[src/rtl/branch_predictor.sv]
// gshare direction predictor: PC^GHR indexed table of 2-bit saturating counters,
// trained by resolved execute-stage outcomes, with misprediction flagging and perf counters.
module branch_predictor #(
    parameter int INDEX_W = 6,
    parameter int GHR_W   = 6
) (
    input  logic               clk,
    input  logic               rst,
    input  logic [31:0]        pcD,
    input  logic               branchD,
    output logic               pred_takeD,
    output logic [INDEX_W-1:0] pred_indexD,
    input  logic               branchE,
    input  logic               stallE,
    input  logic               flushE,
    input  logic [INDEX_W-1:0] pred_indexE,
    input  logic               pred_takeE,
    input  logic               actual_takeE,
    output logic               mispredictE,
    output logic [31:0]        branch_cnt,
    output logic [31:0]        mispredict_cnt
);

    localparam int ENTRIES = 1 << INDEX_W;

    logic [1:0]         pht [ENTRIES];
    logic [GHR_W-1:0]   ghr;
    logic               upd;
    logic [1:0]         upd_ctr;
    logic [1:0]         read_ctr;
    logic               unused_pc;

    assign unused_pc   = ^{pcD[31:INDEX_W+2], pcD[1:0]};
    assign upd         = branchE & ~stallE & ~flushE;
    assign pred_indexD = pcD[INDEX_W+1:2] ^ INDEX_W'(ghr);
    assign mispredictE = branchE & ~flushE & (pred_takeE ^ actual_takeE);

    always_comb begin
        upd_ctr = pht[pred_indexE];
        if (actual_takeE) begin
            if (upd_ctr != 2'b11) upd_ctr = upd_ctr + 2'd1;
        end else begin
            if (upd_ctr != 2'b00) upd_ctr = upd_ctr - 2'd1;
        end
    end

    // A decode read of the entry being trained this cycle sees the trained value.
    always_comb begin
        read_ctr = pht[pred_indexD];
        if (upd && (pred_indexD == pred_indexE)) read_ctr = upd_ctr;
        pred_takeD = branchD & read_ctr[1];
    end

    always_ff @(posedge clk or posedge rst) begin
        if (rst) begin
            for (int i = 0; i < ENTRIES; i++) pht[i] <= 2'b01;
        end else if (upd) begin
            pht[pred_indexE] <= upd_ctr;
        end
    end

    // Newest outcome enters at bit 0; the cast drops the oldest bit for any GHR_W.
    always_ff @(posedge clk or posedge rst) begin
        if (rst) begin
            ghr <= '0;
        end else if (upd) begin
            ghr <= GHR_W'({ghr, actual_takeE});
        end
    end

    always_ff @(posedge clk or posedge rst) begin
        if (rst) begin
            branch_cnt     <= '0;
            mispredict_cnt <= '0;
        end else if (upd) begin
            branch_cnt <= branch_cnt + 32'd1;
            if (pred_takeE != actual_takeE) mispredict_cnt <= mispredict_cnt + 32'd1;
        end
    end

endmodule

[config.mk]
export PLATFORM = sky130hd
export DESIGN_NAME = branch_predictor
export DESIGN_NICKNAME = d
export VERILOG_FILES = /design/src/rtl/branch_predictor.sv
export SDC_FILE = /design/constraint.sdc
export NUM_CORES = 1
export LEC_CHECK = 0
export ABC_CLOCK_PERIOD_IN_PS = 19340
export BUFFER_PORTS_ARGS = -buffer_cell sky130_fd_sc_hd__buf_2
export CORE_MARGIN = 3
export CORE_UTILIZATION = 30
export DETAILED_ROUTE_END_ITERATION = 12
export HOLD_SLACK_MARGIN = 0.08
export PLACE_DENSITY = 0.51
export SLEW_MARGIN = 20
export SYNTH_ARGS = -nofsm -noshare
export SYNTH_HDL_FRONTEND = slang
export SYNTH_SLANG_ARGS = --single-unit
[constraint.sdc]
create_clock -name clk -period 19.34 [get_ports clk]
set_clock_uncertainty 0.2 [all_clocks]
set_input_delay 3.868 -clock clk [delete_from_list [all_inputs] [get_ports clk]]
set_output_delay 3.868 -clock clk [all_outputs]
set_load 0.01 [all_outputs]
==> results.sh <==
export IMPL_hold_viol=0
export IMPL_antenna_left=0
export IMPL_cp_num_buf_inv=3
export IMPL_firstDrtPassIters=5
export IMPL_cpMostUsedCell="buf_2"
export IMPL_rsz0062_at_grt="false"
export IMPL_syn_area_per_cell_um2=9.88
export IMPL_layout_cells_non_filler=1536
export IMPL_ys_seq_area_frac=0.500
export IMPL_drcViolationCount=0
export IMPL_hold_class="register to register"
export IMPL_rows=66
export IMPL_antenna_found_initial=0
export IMPL_required_ns=15.27
export IMPL_drt_total_wl_um=28200
export IMPL_reg2reg_slack_ns=15.59
export IMPL_layout_common_cells="nand2_1, dfrtp_1, buf_2"
export IMPL_worstPathArrival_ns=7.06
export IMPL_grt_overflow=0
export IMPL_synthesis_nets=1067
export IMPL_gr_usage_met2=0.257
export IMPL_netlist_area_um2=10100
export IMPL_post_cts_repair_setup_buffers=0
export IMPL_yosys_area_share_simple=0.160
export IMPL_final_area_um2=11600
export IMPL_root_buffer="clkbuf_16"
export IMPL_total_power_mw=1.03
export IMPL_status="finished clean"
export IMPL_crit_fanout=32
export IMPL_vias_per_cell=5.04
export IMPL_hold_end="pht[58]"
export IMPL_min_path_cells=2
export IMPL_cp_slowest_cell="nor4_1"
export IMPL_worst_slew_pin_slew_ns=1.15
export IMPL_synth_main_ff_cell="dfrtp_1"
export IMPL_worstSetupPathType="input pin to output pin"
export IMPL_cts_sinks=198
export IMPL_core_um2=32800
export IMPL_async_flop_share=1.00
export IMPL_crit_path_cell_trace="buf_2, buf_4, mux4_2, mux2i_1, o221ai_1, nor4_1, nand2_1, o2111a_1, buf_2"
export IMPL_p_switching_mw=0.303
export IMPL_met1_usage=0.221
export IMPL_comb_power_share=0.160
export IMPL_cts_path_max_buffers=2
export IMPL_rr_endpoint="pht[3]"
export IMPL_synth_cell_types=56
export IMPL_synth_compound_area_frac=0.136
export IMPL_power_per_cell_area_nw_per_um2=88.3
export IMPL_ctsResizeCount=0
export IMPL_maxCapViolations=0
export IMPL_synthCells=1019
export IMPL_port_buffers=91
export IMPL_slew_headroom=0.233
export IMPL_worstHoldStart="pht[58]"
export IMPL_crit_family="buffers and inverters"
export IMPL_rr_worst_depth=7
export IMPL_synth_mux_area_frac=0.0983
export IMPL_max_stage_delay_ns=0.62
export IMPL_vias=7745
export IMPL_clk_pin_slew_worst_paths_ns=0.07
export IMPL_reg2reg_from="pht[66]"
export IMPL_numCtsBuffers=17
export IMPL_initial_core_util=0.307
export IMPL_power_leakage_nw=4.94
export IMPL_clock_latency_ns=0.45
export IMPL_placed_area_um2=11000
export IMPL_nets=1129
export IMPL_period_needed_ns=11.12
export IMPL_gp_congestion=0.795
export IMPL_p_clk_frac=0.378
export IMPL_setup_tns_ns=0
export IMPL_grt_pass1_vias=7779
export IMPL_insertedDiodeCount=0
export IMPL_layout_drive_gt1_share=0.231
export IMPL_fmax_mhz=89.9
export IMPL_track_usage=0.160
export IMPL_finalSetupViolCount=0
export IMPL_dieArea_um2=35800
export IMPL_synth_xor_area_frac=0.0660
export IMPL_fp_dieH_um=189
export IMPL_grt_max_degree=141
export IMPL_layout_commonest_cell="nand2_1"
export IMPL_swShare=0.296
export IMPL_synthAdderAreaFrac=0.00460
export IMPL_end_kind="output pin"
export IMPL_seqPwrFrac=0.462
export IMPL_critPathLaunchType="input pin"
export IMPL_ios=118
export IMPL_synth_top_family_by_area="simple AND/OR/NAND/NOR gates"
export IMPL_ir_worst_vdd_mv=0.0608
export IMPL_synth_edf_count=0
export IMPL_dp_cells=1503
export IMPL_yosysWarningCount=0
export IMPL_grt_pass1_wl_um=45200
export IMPL_drv_slew=0
export IMPL_fin_crit_sh=0.575
export IMPL_cts_hold_buf=0
export IMPL_met3_usage=0.0259
export IMPL_grt_busiest_layer="met2"
export IMPL_intPower_mw=0.723
export IMPL_cts_tree="done"
export IMPL_dp_hpwl_um=18300
export IMPL_fp_dieW_um=189
export IMPL_ys_seq_elements=198
export IMPL_areaGrowthSynthToFinish_pct=15.5
export IMPL_routedWlPerCell_um=18.3
export IMPL_htree_levels=4
export IMPL_drtIter0Drc=610
## worst reg2reg max path: stages (launching register included)
cell and delay, ns:
dfstp_2 0.38, mux4_2 0.46, mux2i_1 0.31, o221ai_1 0.24, nor4_1 0.62, maj3_2 0.67, buf_4 0.51, a31oi_1 0.17
## cell usage after synthesis, types with 3 or more instances
master / instances / area share
o31ai_1: 5 / 0.0037
a221oi_1: 6 / 0.0052
buf_1: 3 / 0.0011
a22oi_1: 8 / 0.0060
a31oi_1: 43 / 0.027
nand3_1: 37 / 0.018
nand2b_1: 4 / 0.0025
or3b_2: 3 / 0.0026
mux4_2: 23 / 0.051
o21ai_0: 48 / 0.024
nor4_1: 4 / 0.0025
buf_2: 24 / 0.012
xnor2_1: 58 / 0.050
o22a_1: 3 / 0.0026
inv_1: 16 / 0.0060
nor3_1: 6 / 0.0030
nand4_1: 17 / 0.011
dfrtp_1: 134 / 0.33
o21ai_1: 25 / 0.012
nand3b_1: 5 / 0.0037
nand2_1: 177 / 0.066
mux2i_1: 46 / 0.046
a21oi_1: 70 / 0.035
o22ai_1: 6 / 0.0037
nor2_1: 71 / 0.026
dfstp_2: 64 / 0.17
xor2_1: 16 / 0.014
and4_1: 3 / 0.0026
o31ai_2: 5 / 0.0062
and2_1: 3 / 0.0019
clkbuf_1: 37 / 0.014
nor3b_1: 6 / 0.0045
and3_1: 13 / 0.0081
## cell families (layout without fill, tap and decap cells)
family                     after synthesis  count (layout)
AOI/OAI and AO/OA                      231             231
xor gates and xnor gates                75              75
adders and majority gates                4               4
buffers and inverters                   83             158
DFF                                    198             198
muxes                                   70              70
and+or+nand+nor                        358             358
## layout make-up
class | count | area, µm²
flip-flops and latches | 198 | 5030
well taps | 442 | 553
clock buffers | 18 | 439
multi-input cells | 738 | 4730
clock inverters | 14 | 186
inverters | 17 | 71.3
repair buffers | 109 | 611
fillers | 3380 | 21200
## power by group through the flow
stage | clock, mW | combinational (mW) | sequential [mW]
2_1_floorplan | 0 | 0.109 | 0.478
4_1_cts | 0.399 | 0.165 | 0.474
3_3_place_gp | 0 | 0.163 | 0.481
6_report | 0.388 | 0.164 | 0.474
3_5_place_dp | 0 | 0.164 | 0.482
5_1_grt | 0.414 | 0.181 | 0.479
## layer usage
metal,share of wire,up-vias
met3,0.034,38
met4,0.021,0
met5,0,-
li1,-,3737
met1,0.47,3835
met2,0.47,135
## how the worst max path moves through the flow
| stage | cells past startpoint | startpoint | end |
|---|---|---|---|
| floorplan | 8 | pcD[2] | pred_takeD |
| global placement | 9 | pred_indexE[1] | pred_takeD |
| detailed placement | 9 | pred_indexE[1] | pred_takeD |
| CTS | 9 | pred_indexE[1] | pred_takeD |
| global route | 9 | pred_indexE[1] | pred_takeD |
| finish | 9 | pred_indexE[1] | pred_takeD |
## state kept, by name, summed over array words and instances (netlist names)
signal          cells
pht               128
ghr                 6
mispredict_cnt     32
branch_cnt         32
## per-stage QoR
step / util / hold slack, ns / setup WS, ns
floorplan: - / 0.240 / 9.32
global placement: 0.335 / 0.248 / 8.29
finish: 0.354 / 0.261 / 8.22
CTS: 0.354 / 0.264 / 8.29
detailed placement: 0.335 / 0.253 / 8.27
global route: 0.354 / 0.283 / 8.03
Note: power is estimated with default switching activity, not from simulation.
